`src/rtl/rv32im_ctrl_pipe.sv`:
```
// ID-stage decoder that drives the ID/EX control register, with bubble and flush
// insertion, illegal-instruction flagging and a hold sequencer for multi-cycle MUL/DIV.
module rv32im_ctrl_pipe #(
    parameter int ALUOP_W     = 5,
    parameter int MUL_LATENCY = 1,
    parameter int DIV_LATENCY = 4,
    parameter bit ENABLE_M    = 1'b1
) (
    input  logic               CLK,
    input  logic               RESET,
    input  logic               INSTR_VALID,
    input  logic [31:0]        INSTRUCTION,
    input  logic               BUSY_WAIT,
    input  logic               FLUSH,
    output logic               STALL_OUT,
    output logic               MDU_START,
    output logic               CTRL_VALID,
    output logic               ILLEGAL,
    output logic [ALUOP_W-1:0] ALUOP,
    output logic [2:0]         IMM_SEL,
    output logic               OP1SEL,
    output logic               OP2SEL,
    output logic               MEM_READ,
    output logic               MEM_WRITE,
    output logic               REG_WRITE_EN,
    output logic               WB_SEL,
    output logic               JAL_SEL,
    output logic [1:0]         BRANCH_JUMP,
    output logic [2:0]         FUNCT3,
    output logic [4:0]         RD,
    output logic [4:0]         RS1,
    output logic [4:0]         RS2
);

    localparam int MAX_LAT = (MUL_LATENCY > DIV_LATENCY) ? MUL_LATENCY : DIV_LATENCY;
    localparam int CNT_W   = $clog2(MAX_LAT + 1);

    localparam logic [6:0] OPC_LUI   = 7'b0110111;
    localparam logic [6:0] OPC_AUIPC = 7'b0010111;
    localparam logic [6:0] OPC_JAL   = 7'b1101111;
    localparam logic [6:0] OPC_JALR  = 7'b1100111;
    localparam logic [6:0] OPC_BR    = 7'b1100011;
    localparam logic [6:0] OPC_LD    = 7'b0000011;
    localparam logic [6:0] OPC_ST    = 7'b0100011;
    localparam logic [6:0] OPC_IMM   = 7'b0010011;
    localparam logic [6:0] OPC_OP    = 7'b0110011;

    localparam logic [2:0] IMM_I = 3'b000;
    localparam logic [2:0] IMM_S = 3'b001;
    localparam logic [2:0] IMM_B = 3'b010;
    localparam logic [2:0] IMM_U = 3'b011;
    localparam logic [2:0] IMM_J = 3'b100;

    localparam logic [4:0] ALU_ADD    = 5'b00000;
    localparam logic [4:0] ALU_SUB    = 5'b00001;
    localparam logic [4:0] ALU_AND    = 5'b00010;
    localparam logic [4:0] ALU_OR     = 5'b00011;
    localparam logic [4:0] ALU_XOR    = 5'b00100;
    localparam logic [4:0] ALU_SLL    = 5'b00101;
    localparam logic [4:0] ALU_SRL    = 5'b00110;
    localparam logic [4:0] ALU_SRA    = 5'b00111;
    localparam logic [4:0] ALU_MUL    = 5'b01000;
    localparam logic [4:0] ALU_MULH   = 5'b01001;
    localparam logic [4:0] ALU_MULHU  = 5'b01010;
    localparam logic [4:0] ALU_MULHSU = 5'b01011;
    localparam logic [4:0] ALU_DIV    = 5'b01100;
    localparam logic [4:0] ALU_DIVU   = 5'b01101;
    localparam logic [4:0] ALU_REM    = 5'b01110;
    localparam logic [4:0] ALU_REMU   = 5'b01111;
    localparam logic [4:0] ALU_SLT    = 5'b10000;
    localparam logic [4:0] ALU_SLTU   = 5'b10001;
    localparam logic [4:0] ALU_PASSB  = 5'b10010;

    typedef struct packed {
        logic               vld;
        logic [ALUOP_W-1:0] aluop;
        logic [2:0]         imm_sel;
        logic               op1sel;
        logic               op2sel;
        logic               mem_read;
        logic               mem_write;
        logic               reg_write_en;
        logic               wb_sel;
        logic               jal_sel;
        logic [1:0]         branch_jump;
        logic [2:0]         funct3;
        logic [4:0]         rd;
        logic [4:0]         rs1;
        logic [4:0]         rs2;
    } ctrl_t;

    typedef enum logic {IDLE, MWAIT} state_t;

    state_t           state_q, state_d;
    logic [CNT_W-1:0] cnt_q, cnt_d;
    ctrl_t            ctrl_q, ctrl_d, dec;
    logic             illegal_q, illegal_d;
    logic             start_q, start_d;
    logic             dec_ill, is_mul, is_div;
    logic [4:0]       alu;

    logic [6:0] opc;
    logic [2:0] f3;
    logic [6:0] f7;
    assign opc = INSTRUCTION[6:0];
    assign f3  = INSTRUCTION[14:12];
    assign f7  = INSTRUCTION[31:25];

    always_comb begin
        dec         = '0;
        dec.vld     = 1'b1;
        dec.funct3  = f3;
        dec.rd      = INSTRUCTION[11:7];
        dec.rs1     = INSTRUCTION[19:15];
        dec.rs2     = INSTRUCTION[24:20];
        alu         = ALU_ADD;
        dec_ill     = 1'b0;
        is_mul      = 1'b0;
        is_div      = 1'b0;
        case (opc)
            OPC_LUI: begin
                alu              = ALU_PASSB;
                dec.imm_sel      = IMM_U;
                dec.reg_write_en = 1'b1;
            end
            OPC_AUIPC: begin
                dec.imm_sel      = IMM_U;
                dec.reg_write_en = 1'b1;
            end
            OPC_JAL: begin
                dec.imm_sel      = IMM_J;
                dec.reg_write_en = 1'b1;
                dec.jal_sel      = 1'b1;
                dec.branch_jump  = 2'b01;
            end
            OPC_JALR: begin
                dec_ill          = (f3 != 3'b000);
                dec.op1sel       = 1'b1;
                dec.imm_sel      = IMM_I;
                dec.reg_write_en = 1'b1;
                dec.jal_sel      = 1'b1;
                dec.branch_jump  = 2'b01;
            end
            OPC_BR: begin
                dec_ill         = (f3 == 3'b010) || (f3 == 3'b011);
                alu             = ALU_SUB;
                dec.imm_sel     = IMM_B;
                dec.op1sel      = 1'b1;
                dec.op2sel      = 1'b1;
                dec.branch_jump = 2'b10;
            end
            OPC_LD: begin
                dec_ill          = (f3 == 3'b011) || (f3 == 3'b110) || (f3 == 3'b111);
                dec.op1sel       = 1'b1;
                dec.imm_sel      = IMM_I;
                dec.mem_read     = 1'b1;
                dec.reg_write_en = 1'b1;
                dec.wb_sel       = 1'b1;
            end
            OPC_ST: begin
                dec_ill       = f3[2] || (f3 == 3'b011);
                dec.op1sel    = 1'b1;
                dec.imm_sel   = IMM_S;
                dec.mem_write = 1'b1;
            end
            OPC_IMM: begin
                dec.op1sel       = 1'b1;
                dec.imm_sel      = IMM_I;
                dec.reg_write_en = 1'b1;
                case (f3)
                    3'b000:  alu = ALU_ADD;
                    3'b010:  alu = ALU_SLT;
                    3'b011:  alu = ALU_SLTU;
                    3'b100:  alu = ALU_XOR;
                    3'b110:  alu = ALU_OR;
                    3'b111:  alu = ALU_AND;
                    3'b001: begin
                        alu     = ALU_SLL;
                        dec_ill = (f7 != 7'b0000000);
                    end
                    default: begin
                        // shift-right immediates: funct7 distinguishes logical vs arithmetic
                        if (f7 == 7'b0000000)      alu = ALU_SRL;
                        else if (f7 == 7'b0100000) alu = ALU_SRA;
                        else                       dec_ill = 1'b1;
                    end
                endcase
            end
            OPC_OP: begin
                dec.op1sel       = 1'b1;
                dec.op2sel       = 1'b1;
                dec.reg_write_en = 1'b1;
                if (f7 == 7'b0000000) begin
                    case (f3)
                        3'b000:  alu = ALU_ADD;
                        3'b001:  alu = ALU_SLL;
                        3'b010:  alu = ALU_SLT;
                        3'b011:  alu = ALU_SLTU;
                        3'b100:  alu = ALU_XOR;
                        3'b101:  alu = ALU_SRL;
                        3'b110:  alu = ALU_OR;
                        default: alu = ALU_AND;
                    endcase
                end else if (f7 == 7'b0100000) begin
                    if (f3 == 3'b000)      alu = ALU_SUB;
                    else if (f3 == 3'b101) alu = ALU_SRA;
                    else                   dec_ill = 1'b1;
                end else if (f7 == 7'b0000001 && ENABLE_M) begin
                    is_mul = ~f3[2];
                    is_div = f3[2];
                    case (f3)
                        3'b000:  alu = ALU_MUL;
                        3'b001:  alu = ALU_MULH;
                        3'b010:  alu = ALU_MULHSU;
                        3'b011:  alu = ALU_MULHU;
                        3'b100:  alu = ALU_DIV;
                        3'b101:  alu = ALU_DIVU;
                        3'b110:  alu = ALU_REM;
                        default: alu = ALU_REMU;
                    endcase
                end else begin
                    dec_ill = 1'b1;
                end
            end
            default: dec_ill = 1'b1;
        endcase
        dec.aluop = ALUOP_W'(alu);
    end

    always_comb begin
        state_d   = state_q;
        cnt_d     = cnt_q;
        ctrl_d    = ctrl_q;
        illegal_d = 1'b0;
        start_d   = 1'b0;
        if (FLUSH) begin
            ctrl_d  = '0;
            state_d = IDLE;
            cnt_d   = '0;
        end else if (state_q == MWAIT) begin
            if (cnt_q == CNT_W'(1)) begin
                state_d = IDLE;
                cnt_d   = '0;
            end else begin
                cnt_d = cnt_q - CNT_W'(1);
            end
        end else if (!INSTR_VALID || dec_ill) begin
            ctrl_d    = '0;
            illegal_d = INSTR_VALID;
        end else begin
            ctrl_d = dec;
            if (is_mul && MUL_LATENCY > 1) begin
                state_d = MWAIT;
                cnt_d   = CNT_W'(MUL_LATENCY - 1);
                start_d = 1'b1;
            end else if (is_div && DIV_LATENCY > 1) begin
                state_d = MWAIT;
                cnt_d   = CNT_W'(DIV_LATENCY - 1);
                start_d = 1'b1;
            end
        end
    end

    // A memory stall freezes everything, including a pending start pulse.
    always_ff @(posedge CLK) begin
        if (RESET) begin
            state_q   <= IDLE;
            cnt_q     <= '0;
            ctrl_q    <= '0;
            illegal_q <= 1'b0;
            start_q   <= 1'b0;
        end else if (!BUSY_WAIT) begin
            state_q   <= state_d;
            cnt_q     <= cnt_d;
            ctrl_q    <= ctrl_d;
            illegal_q <= illegal_d;
            start_q   <= start_d;
        end
    end

    assign STALL_OUT    = (state_q == MWAIT);
    assign MDU_START    = start_q & ~BUSY_WAIT;
    assign ILLEGAL      = illegal_q;
    assign CTRL_VALID   = ctrl_q.vld;
    assign ALUOP        = ctrl_q.aluop;
    assign IMM_SEL      = ctrl_q.imm_sel;
    assign OP1SEL       = ctrl_q.op1sel;
    assign OP2SEL       = ctrl_q.op2sel;
    assign MEM_READ     = ctrl_q.mem_read;
    assign MEM_WRITE    = ctrl_q.mem_write;
    assign REG_WRITE_EN = ctrl_q.reg_write_en;
    assign WB_SEL       = ctrl_q.wb_sel;
    assign JAL_SEL      = ctrl_q.jal_sel;
    assign BRANCH_JUMP  = ctrl_q.branch_jump;
    assign FUNCT3       = ctrl_q.funct3;
    assign RD           = ctrl_q.rd;
    assign RS1          = ctrl_q.rs1;
    assign RS2          = ctrl_q.rs2;

endmodule

```
`config.mk`:
```
export PLATFORM = sky130hd
export DESIGN_NAME = rv32im_ctrl_pipe
export DESIGN_NICKNAME = d
export VERILOG_FILES = /design/src/rtl/rv32im_ctrl_pipe.sv
export SDC_FILE = /design/constraint.sdc
export NUM_CORES = 1
export LEC_CHECK = 0
export ABC_AREA = 1
export BUFFER_PORTS_ARGS = -buffer_cell sky130_fd_sc_hd__buf_4
export CORE_MARGIN = 3
export CORE_UTILIZATION = 25
export CTS_BUF_LIST = sky130_fd_sc_hd__clkbuf_4
export DETAILED_ROUTE_END_ITERATION = 10
export GPL_TIMING_DRIVEN = 1
export PLACE_DENSITY = 0.47
export SETUP_SLACK_MARGIN = 0.3
export SKIP_LAST_GASP = 1
export SLEW_MARGIN = 20
export SYNTH_ARGS = -nofsm -noshare
export SYNTH_HDL_FRONTEND = slang
export SYNTH_SLANG_ARGS = --single-unit
```
`constraint.sdc`:
```
create_clock -name CLK -period 1.7 [get_ports CLK]
set_input_delay 0.34 -clock CLK [delete_from_list [all_inputs] [get_ports CLK]]
set_output_delay 0.34 -clock CLK [all_outputs]
set_load 0.1 [all_outputs]
```
==> impl_results.md <==
- Worst setup SP type: primary input
- Area Overhead vs Synth: 51.6%
- Pin count of the biggest net entering global routing: 36
- DRC errors left: 0
- Maximum VDD drop: 0.265 mV
- Final design utilization: 0.397
- P_leak: 1.46 nW
- Via density: 4.71
- Drt wl/cell: 13.2 um
- GRT Total Usage: 0.126
- First-pass GRT wire length: 10,600 um
- Post-DP HPWL: 5170 um
- DR vias: 2,489
- WHS Endpoint: RS1[3]
- YS warnings: 0
- Hold path cells: 3
- Clock sinks: 41
- Tightest Pin Transition: 0.397 ns
- Post-synth cell types: 33
- Core area: 8890 um2
- Final period utilization: 0.808
- Initial DRC Count: 99
- Crit. End Element: register
- Worst-Skew Late Latency: 0.35 ns
- Vias in the first global route: 2,262
- Switching part of the total power: 0.270
- IO Port Bufs: 75
- CTS hold repair buffers: 0
- RR Endpoint: ILLEGAL
- Nets: 459
- Hold slack: 0.226 ns
- Share of layout cells above drive strength 1: 0.428
- CTS tree: done
- Crit path top cell by count: nand2_1
- Synth top area share: 0.352
- DP Area: 3180 um2
- Die area: 10,500 um2
- Synth top area cells: dfxtp_1 (35%), nand2_1 (14%), nand3_1 (7.5%)
- Comb power frac: 0.179
- Skew final: 0.0145 ns
- Slew Limit Fails: 0
- Slew HR: 0.735
- CP top delay family: simple AND/OR/NAND/NOR gates
- Min Tclk post-route: 1.37 ns
- Ant diodes: 0
- WS Path Type: in2reg
- Synth Area per Inst: 7.03 um2
- Min-Delay Path Class: in2reg
- Min-delay src: INSTRUCTION[18]
- Clock power frac: 0.373
- R2R cell count: 5
- Post-synthesis sequential area ratio: 0.352
- CP arrival: 1.62 ns
- P_sw: 0.590 mW
- Antenna Nets Post-Route: 0
- Setup-failing EPs final: 0
- CTS root buffer: clkbuf_4
- Io pins: 76
- Crit Path Max Fanout: 7
- Iteration count of the initial detailed-routing pass: 4
- H-Tree Depth: 2
- Die width: 103 um
- Worst R2R Start: STALL_OUT
- RSZ-0062 raised after global routing: true
- Worst-path cell chain: buf_6 > nor2_4 > nand2_1 > nor2_2 > nand2_1 > nand2_1 > nand3_1 > nand2_2 > nor2_4 > buf_12 > buf_4 > o211ai_1 > a21oi_1
- Status: complete, no violations
- Synth Instances: 331
- Hold Vio Cnt, Final: 0
- Routability cong.: 0.797
- Routed WL: 6990 um
- Max-Cap Viols: 0
- Mapped Area: 2330 um2
- WP buf/inv: 3
- CTS clk-pin slew, worst paths: 0.14 ns
- Fmax: 0.728 GHz
- Register share of total power: 0.448
- Post-route cell area: 3530 um2
- Number of synthesized register bits: 41
- Max Buffers Root-to-Sink: 2
- Synth area leader: dfxtp_1
- GR Overflow Total: 0
- Cell Pwr Density: 618 nW/um2
- Syn Nets: 370
- CP required: 1.94 ns
- Initial antenna violation count: 0
- Internal power: 1.59 mW
- CTS buffer count: 5
- Initial Utilization: 0.262
- Worst path max stage delay: 0.16 ns
- R2R Setup Slk: 0.37 ns
- FP Rows: 34
- Die Ht: 103 um
- Slowest stage cell on the critical path: nor2_2
[worst max-delay path by stage]
stage,start,end,slack (ns),cells after the start
after global routing,INSTRUCTION[27],ALUOP[2],0.23,12
after floorplan,INSTRUCTION[6],cnt_q[2],0.22,11
after detailed placement,INSTRUCTION[12],JAL_SEL,-0.04,13
after global placement,INSTRUCTION[12],JAL_SEL,-0.02,13
final,INSTRUCTION[26],IMM_SEL[0],0.33,13
after CTS,start_q,MDU_START,0.30,3
[cells in the mapped netlist]
| library cell | n |
|---|---|
| buf_2 | 4 |
| clkbuf_1 | 7 |
| clkbuf_8 | 1 |
| a41oi_1 | 1 |
| ha_1 | 2 |
| nor2_2 | 6 |
| and2_1 | 1 |
| dfxtp_1 | 41 |
| nand4_2 | 2 |
| and3_1 | 1 |
| nand4_1 | 8 |
| a21oi_1 | 32 |
| inv_1 | 24 |
| nor2_4 | 3 |
| nand2_1 | 86 |
| clkinv_8 | 1 |
| buf_4 | 2 |
| or2_2 | 1 |
| o21bai_1 | 1 |
| nor3_1 | 2 |
| buf_6 | 4 |
| o21ai_0 | 7 |
| nand3_1 | 35 |
| a21oi_2 | 11 |
| nor2_1 | 24 |
| nand3_2 | 10 |
| o21ai_1 | 1 |
| o211ai_1 | 3 |
| o311ai_0 | 1 |
| a21boi_0 | 1 |
| nand3b_1 | 1 |
| inv_2 | 4 |
| nand2_2 | 3 |
[sequential cells by signal, indices dropped and copies added (netlist names), 2 cells and up]
signal and count:
FUNCT3 3, IMM_SEL 3, RS2 5, RD 5, cnt_q 3, ALUOP 5
BRANCH_JUMP 2, RS1 5
[layer usage]
metal	routed length (um)	up-vias	GRT usage
met1	3200	1144	0.167
met5	0	-	0
met4	97	0	0.0353
met3	263	8	0.0203
met2	3430	62	0.213
li1	-	1275	-
[through the flow]
step	setup TNS, ns	setup WS (ns)	cells	power [mW]
global placement	-0.114	-0.0190	516	1.35
CTS	0	0.298	524	2.18
finish	0	0.326	529	2.18
global route	0	0.229	529	2.29
floorplan	0	0.220	331	1.21
detailed placement	-0.343	-0.0411	516	1.35
[layout make-up]
class	instances	area, um2
Multi-Input combinational cell	243	1410
Clock buffer	5	37.5
Timing Repair Buffer	100	922
Tap cell	108	135
Fill cell	938	5360
Clock inverter	3	68.8
Sequential cell	41	827
Inverter	29	134
[what timing repair did]
action	in CTS	in global routing
setup buffers	0	1
setup endpoints to repair	1	48
pin swaps	0	11
resized for setup	5	41
gates cloned	0	4
[power by group through the flow]
| stage | registers, mW | logic [mW] | clock network (mW) |
|---|---|---|---|
| 2_1_floorplan | 1.02 | 0.190 | 0 |
| 6_report | 0.977 | 0.391 | 0.814 |
| 5_1_grt | 0.980 | 0.427 | 0.887 |
| 3_5_place_dp | 0.998 | 0.357 | 0 |
| 3_3_place_gp | 0.998 | 0.355 | 0 |
| 4_1_cts | 0.977 | 0.361 | 0.846 |
[cells by family after synthesis]
kind of cell	Yosys count	synth area share
buffers and inverters	47	0.104
adders and majority gates	2	0.0107
AOI/OAI and AO/OA	58	0.151
DFF	41	0.352
and+or+nand+nor	183	0.382
[worst reg2reg max path: stages (launching register included)]
cell and delay, ns:
dfxtp_4 0.38, nor2_1 0.19, and3_4 0.26, buf_12 0.16, o21ai_0 0.15, a21oi_1 0.14
[placed cells by master (no fill, tap or decap), types with 2 or more instances in the layout]
cell type / Yosys / routed
buf_4: 2 / 73
inv_2: 4 / 4
nand3_2: 10 / 15
buf_6: 4 / 19
nand4_1: 8 / 8
nor2_4: 3 / 10
o21ai_0: 7 / 7
a21oi_2: 11 / 20
o211ai_1: 3 / 3
buf_8: 0 / 2
nand2_1: 86 / 82
nand2_4: 0 / 3
nor2_2: 6 / 5
nand2_2: 3 / 4
dfxtp_1: 41 / 38
buf_12: 0 / 4
ha_1: 2 / 2
nand3_1: 35 / 30
inv_6: 0 / 3
clkbuf_16: 0 / 2
nor3_1: 2 / 2
dfxtp_2: 0 / 2
inv_1: 24 / 21
bufinv_16: 0 / 2
a21oi_1: 32 / 23
clkbuf_4: 0 / 5
nand4_2: 2 / 2
nor2_1: 24 / 18
Power figures use the tool's default switching activity.
